**src/rtl/frame_buffer_writer.sv**
```systemverilog
// Write side of the raymarcher double-banked frame buffer: buffers shaded pixels,
// writes them to the fill bank and swaps banks at vblank. Option: FRAME_BUFFER_WRITER_BOUNDS_CHECK_EN.
module frame_buffer_writer #(
    parameter int H_RES      = 640,
    parameter int V_RES      = 480,
    parameter int CORDW      = 10,
    parameter int COLOR_W    = 10,
    parameter int FIFO_DEPTH = 4,
    parameter int ADDR_W     = 19
) (
    input  logic                clk,
    input  logic                reset_n,
    input  logic                in_valid,
    output logic                in_ready,
    input  logic [CORDW-1:0]    in_x,
    input  logic [CORDW-1:0]    in_y,
    input  logic [COLOR_W-1:0]  in_color,
    input  logic                vblank_start,
    output logic                wr_en,
    output logic [ADDR_W:0]     wr_addr,
    output logic [COLOR_W-1:0]  wr_data,
    output logic                wr_bank,
    output logic                rd_bank,
    output logic                frame_done,
    output logic [15:0]         drop_count
);

    localparam int PTR_W  = (FIFO_DEPTH > 2) ? $clog2(FIFO_DEPTH) : 1;
    localparam int CNT_W  = PTR_W + 1;
    localparam int ENTRY_W = 2 * CORDW + COLOR_W;
    localparam logic [CNT_W-1:0] LP_DEPTH  = CNT_W'(FIFO_DEPTH);
    localparam logic [CORDW-1:0] LP_X_LAST = CORDW'(H_RES - 1);
    localparam logic [CORDW-1:0] LP_Y_LAST = CORDW'(V_RES - 1);
    localparam logic [31:0]      LP_HRES_BITS = 32'(H_RES);

    typedef enum logic [0:0] {
        ST_FILL      = 1'b0,
        ST_WAIT_SWAP = 1'b1
    } state_t;

    state_t               r_state;
    logic                 r_wr_bank;
    logic                 r_rd_bank;
    logic                 r_in_ready;
    logic [ENTRY_W-1:0]   r_fifo_mem [FIFO_DEPTH];
    logic [PTR_W-1:0]     r_wptr;
    logic [PTR_W-1:0]     r_rptr;
    logic [CNT_W-1:0]     r_count;
    logic                 r_s1_valid;
    logic [CORDW-1:0]     r_s1_x;
    logic [CORDW-1:0]     r_s1_y;
    logic [COLOR_W-1:0]   r_s1_color;
    logic                 r_wr_en;
    logic [ADDR_W:0]      r_wr_addr;
    logic [COLOR_W-1:0]   r_wr_data;
    logic                 r_frame_done;
    logic [15:0]          r_drop_count;

    logic                 w_push;
    logic                 w_pop;
    logic                 w_s1_last;
    logic                 w_s1_oob;
    logic                 w_s1_write;
    logic                 w_fill_next;
    logic [CNT_W-1:0]     w_count_next;
    logic [ENTRY_W-1:0]   w_head;

    // y*H_RES + x built from constant shifts of y, one per set bit of H_RES
    function automatic logic [ADDR_W-1:0] pixel_addr(input logic [CORDW-1:0] x,
                                                     input logic [CORDW-1:0] y);
        logic [ADDR_W+CORDW-1:0] acc;
        acc = {{ADDR_W{1'b0}}, x};
        for (int i = 0; i < ADDR_W; i++) begin
            if (LP_HRES_BITS[i]) begin
                acc = acc + ({{ADDR_W{1'b0}}, y} << i);
            end
        end
        return acc[ADDR_W-1:0];
    endfunction

    assign w_push    = in_valid && r_in_ready;
    assign w_s1_last = r_s1_valid && (r_s1_x == LP_X_LAST) && (r_s1_y == LP_Y_LAST);
    // Holding pops while the last pixel sits in stage 1 keeps next-frame pixels queued
    assign w_pop     = (r_state == ST_FILL) && (r_count != {CNT_W{1'b0}}) && !w_s1_last;
    assign w_head    = r_fifo_mem[r_rptr];
    assign w_count_next = r_count + {{(CNT_W-1){1'b0}}, w_push} - {{(CNT_W-1){1'b0}}, w_pop};
    assign w_fill_next  = (r_state == ST_FILL) ? !w_s1_last : vblank_start;

`ifdef FRAME_BUFFER_WRITER_BOUNDS_CHECK_EN
    assign w_s1_oob   = (r_s1_x > LP_X_LAST) || (r_s1_y > LP_Y_LAST);
`else
    assign w_s1_oob   = 1'b0;
`endif
    assign w_s1_write = r_s1_valid && !w_s1_oob;

    // FIFO storage; contents need no reset since the count defines validity
    always_ff @(posedge clk) begin
        if (w_push) begin
            r_fifo_mem[r_wptr] <= {in_x, in_y, in_color};
        end
    end

    // Control FSM, FIFO pointers and the two-stage write pipeline
    always_ff @(posedge clk or negedge reset_n) begin
        if (!reset_n) begin
            r_state      <= ST_FILL;
            r_wr_bank    <= 1'b0;
            r_rd_bank    <= 1'b1;
            r_in_ready   <= 1'b0;
            r_wptr       <= {PTR_W{1'b0}};
            r_rptr       <= {PTR_W{1'b0}};
            r_count      <= {CNT_W{1'b0}};
            r_s1_valid   <= 1'b0;
            r_s1_x       <= {CORDW{1'b0}};
            r_s1_y       <= {CORDW{1'b0}};
            r_s1_color   <= {COLOR_W{1'b0}};
            r_wr_en      <= 1'b0;
            r_wr_addr    <= {(ADDR_W+1){1'b0}};
            r_wr_data    <= {COLOR_W{1'b0}};
            r_frame_done <= 1'b0;
            r_drop_count <= 16'd0;
        end else begin
            r_count    <= w_count_next;
            r_in_ready <= (w_count_next < LP_DEPTH) && w_fill_next;
            if (w_push) begin
                r_wptr <= r_wptr + PTR_W'(1);
            end
            if (w_pop) begin
                r_rptr <= r_rptr + PTR_W'(1);
                {r_s1_x, r_s1_y, r_s1_color} <= w_head;
            end
            r_s1_valid   <= w_pop;
            r_wr_en      <= w_s1_write;
            r_frame_done <= w_s1_last;
            if (r_s1_valid) begin
                r_wr_addr <= {r_wr_bank, pixel_addr(r_s1_x, r_s1_y)};
                r_wr_data <= r_s1_color;
            end
`ifdef FRAME_BUFFER_WRITER_BOUNDS_CHECK_EN
            if (r_s1_valid && w_s1_oob && (r_drop_count != 16'hFFFF)) begin
                r_drop_count <= r_drop_count + 16'd1;
            end
`endif
            case (r_state)
                ST_FILL: begin
                    if (w_s1_last) begin
                        r_state <= ST_WAIT_SWAP;
                    end
                end
                ST_WAIT_SWAP: begin
                    if (vblank_start) begin
                        r_state   <= ST_FILL;
                        r_wr_bank <= ~r_wr_bank;
                        r_rd_bank <= ~r_rd_bank;
                    end
                end
                default: begin
                    r_state <= ST_FILL;
                end
            endcase
        end
    end

    assign in_ready   = r_in_ready;
    assign wr_en      = r_wr_en;
    assign wr_addr    = r_wr_addr;
    assign wr_data    = r_wr_data;
    assign wr_bank    = r_wr_bank;
    assign rd_bank    = r_rd_bank;
    assign frame_done = r_frame_done;
    assign drop_count = r_drop_count;

endmodule

```
**config.mk**
```make
export PLATFORM = sky130hd
export DESIGN_NAME = frame_buffer_writer
export DESIGN_NICKNAME = d
export VERILOG_FILES = /design/src/rtl/frame_buffer_writer.sv
export SDC_FILE = /design/constraint.sdc
export NUM_CORES = 1
export LEC_CHECK = 0
export CORE_UTILIZATION = 52
export DETAILED_ROUTE_END_ITERATION = 16
export GPL_TIMING_DRIVEN = 0
export HOLD_SLACK_MARGIN = 0.03
export PLACE_DENSITY = 0.73
export SYNTH_ARGS = -nofsm -noshare
export SYNTH_HDL_FRONTEND = slang
export SYNTH_SLANG_ARGS = --single-unit
```
**constraint.sdc**
```tcl
create_clock -name clk -period 6.5 [get_ports clk]
set_clock_uncertainty 0.2 [all_clocks]
set_input_delay 1.95 -clock clk [delete_from_list [all_inputs] [get_ports clk]]
set_output_delay 1.95 -clock clk [all_outputs]
set_load 0.01 [all_outputs]
```
==> results.cfg <==
[worst_setup_path]
r2r_slack_ps = 3120
path_max_fanout = 5
r2r_start = r_s1_y[0]$_DFFE_PN0P_
r2r_end = wr_addr[17]$_DFFE_PN0P_
critPathCaptureType = register
arrival_ps = 3810
cp-start-kind = primary input
crit_type = in2reg
r2r_cells = 11
worstPathRequired_ps = 6600

[sta]
tightest_slew_ps = 898
tns_ps = 0
max_slew_margin = 0.402
setup_viol = 0
worst_slack_ps = 2800
post-route-period-util = 0.569
hold_viol_final = 0
maxSlewViolCount = 0
clock.fmax_ghz = 0.270
fin_crit_ps = 3700
rsz0062_at_grt = no

[synthesis]
yosys_warnings = 16
ys_async_sr_fraction = 0.381
synth_cells = 440
synth_cell_type_count = 44
synth_flop_cell = edfxtp_1
yosysSeqAreaShare = 0.680
synth_edf_count = 120
yosys-top-cells-count = edfxtp_1, dfrtp_1, mux4_2, mux2_2, mux2_4
ys_ff_latch = 194
netlist_area_um2 = 8030
yosys.area.top_type = edfxtp_1
synth_area_leaders = edfxtp_1, dfrtp_1, mux4_2
syn_avg_cell_area_um2 = 18.2
synth_top_area_share = 0.449
yosysMostFrequentCell = edfxtp_1

[place]
place_inst = 712
io_buffers = 68
hpwl_mm = 8.92
place.gp.congestion = 0.753
dp_slack_ps = 2380

[status]
status = completed

[layout]
multi_input_area_um2 = 2400
regArea_um2 = 5460
instances_no_fill = 744
diodes = 0
drive_gt1_frac = 0.266
area_growth_pct = 19.7
num-fill-cells = 1085
nets = 598

[routing]
drc = 0
wl_mm = 14.0
drtIter0Drc = 166
drt-pass1-iter-count = 4
drtAntennaViolNets = 0
routedWlPerCell_um = 18.9
viasPerCell = 5.46
num_vias = 4062

[clock_network]
cts-hold-fix-buffers = 0
clkLatencyLatePin_ps = 430
cts_tree = built
clk_pin_slew_worst_paths_ps = 70
clock_path_buffers = 2
htree_levels = 4
ctsResizeCount = 0
postCtsSetupBuffers = 0
cts_inserted_buffers = 17
cts.sinks = 194
clockRootBuffer = clkbuf_16

[power]
leakage_nw = 3.72
powerDensity_nw_per_um2 = 512
vdd_ir_drop_max_v = 0.000255
p_total_w = 0.00492

[flow_run]
max_cap_violations = 0

[hold_path]
holdCritPathClass = reg2reg
hp-start = wr_addr[13]$_DFFE_PN0P_
holdPathStages = 1
holdPathEnd = wr_addr[13]$_DFFE_PN0P_

[grt]
grt_max_degree = 58
gr-total-overflow = 0
grt_pass1_wl_mm = 22.3
grt.total_usage = 0.191
grt_pass1_vias = 4190
antenna_found_initial = 0

[floorplan]
chipHeight_um = 126
core-area_um2 = 15100
num_io_pins = 85
initial_utilization = 0.530
die-area_um2 = 15900
die_w_um = 126
rows = 45
## state kept, by name, indices dropped and copies added, names as in the netlist
signal      flops
rd_bank         1
wr_data        10
wr_bank         1
frame_done      1
r_state         1
r_s1_y         10
r_s1_valid      1
wr_addr        20
wr_en           1
r_count         3
r_s1_x         10
in_ready        1
r_rptr          2
r_fifo_mem    120
r_s1_color     10
r_wptr          2
## cell usage in the layout, fill, tap and decap left out, types with 3 or more instances in the layout
cell type,count
fa_1,3
inv_1,9
nor3_1,3
nand3_1,4
xor2_1,8
mux4_2,30
and3_1,3
a211oi_1,3
nor2_1,9
o21ai_0,7
inv_6,4
nand2_1,12
buf_2,3
clkbuf_16,17
and3_2,4
clkbuf_1,4
a21oi_1,10
mux2_4,25
clkdlybuf4s50_1,67
mux2_2,29
a21o_1,5
buf_1,3
xnor2_1,11
ha_1,18
buf_4,17
dfrtp_1,73
o21a_1,3
nor2b_1,3
conb_1,16
edfxtp_1,120
clkinv_2,3
buf_6,3
## worst max-delay path by stage
stage                     startpoint                     end
after floorplan             in_valid      in_ready$_DFF_PN0_
after global placement       reset_n  wr_data[2]$_DFFE_PN0P_
after detailed placement    in_valid      in_ready$_DFF_PN0_
after CTS                   in_valid      in_ready$_DFF_PN0_
after global routing        in_valid      in_ready$_DFF_PN0_
final                       in_valid      in_ready$_DFF_PN0_
## final cells by class
cell class / count / area share
Sequential cell: 194 / 0.568
Multi-Input combinational cell: 222 / 0.250
Timing Repair Buffer: 69 / 0.0735
Clock buffer: 19 / 0.0471
Tap cell: 188 / 0.0245
Buffer: 29 / 0.0203
Clock inverter: 13 / 0.0129
Inverter: 10 / 0.00391
## layer usage
| metal | vias up | GRT usage | part of all wire |
|---|---|---|---|
| met1 | 2102 | 0.246 | 0.45 |
| met3 | 13 | 0.0510 | 0.039 |
| met2 | 94 | 0.317 | 0.50 |
| li1 | 1853 | - | - |
| met5 | - | 0 | 0 |
| met4 | 0 | 0.0638 | 0.012 |
## power breakdown
group          total [W]  internal, W  switching [W]
Clock            0.00102     0.000555       0.000461
Combinational    0.00201      0.00111       0.000904
Sequential       0.00189      0.00168       0.000212
## stage by stage
step	hold WS, ps	instance area (µm²)	util
after detailed placement	266	9030	0.596
final	285	9610	0.634
after global placement	265	9000	0.594
after floorplan	211	8080	-
after global routing	307	9610	0.634
after CTS	282	9610	0.634
## worst max-delay path, stage by stage
cell	delay [ps]
clkdlybuf4s50_1	540
nand2_1	130
ha_1	310
inv_1	40
ha_1	180
fa_1	370
xnor2_1	210
nor2_1	80
## logic make-up (layout without fill, tap and decap cells)
family | after synthesis | count (layout) | share of synthesized area
AO/OA/AOI/OAI | 35 | 35 | 0.0298
XOR/XNOR | 19 | 19 | 0.0207
adder cells (fa/ha/maj) | 21 | 21 | 0.0355
buffers and inverters | 39 | 140 | 0.0290
flip-flops | 194 | 194 | 0.680
multiplexers | 85 | 85 | 0.173
other | 1 | 16 | 0.000467
AND/OR/NAND/NOR | 46 | 46 | 0.0320
Note: power is estimated with default switching activity, not from simulation.
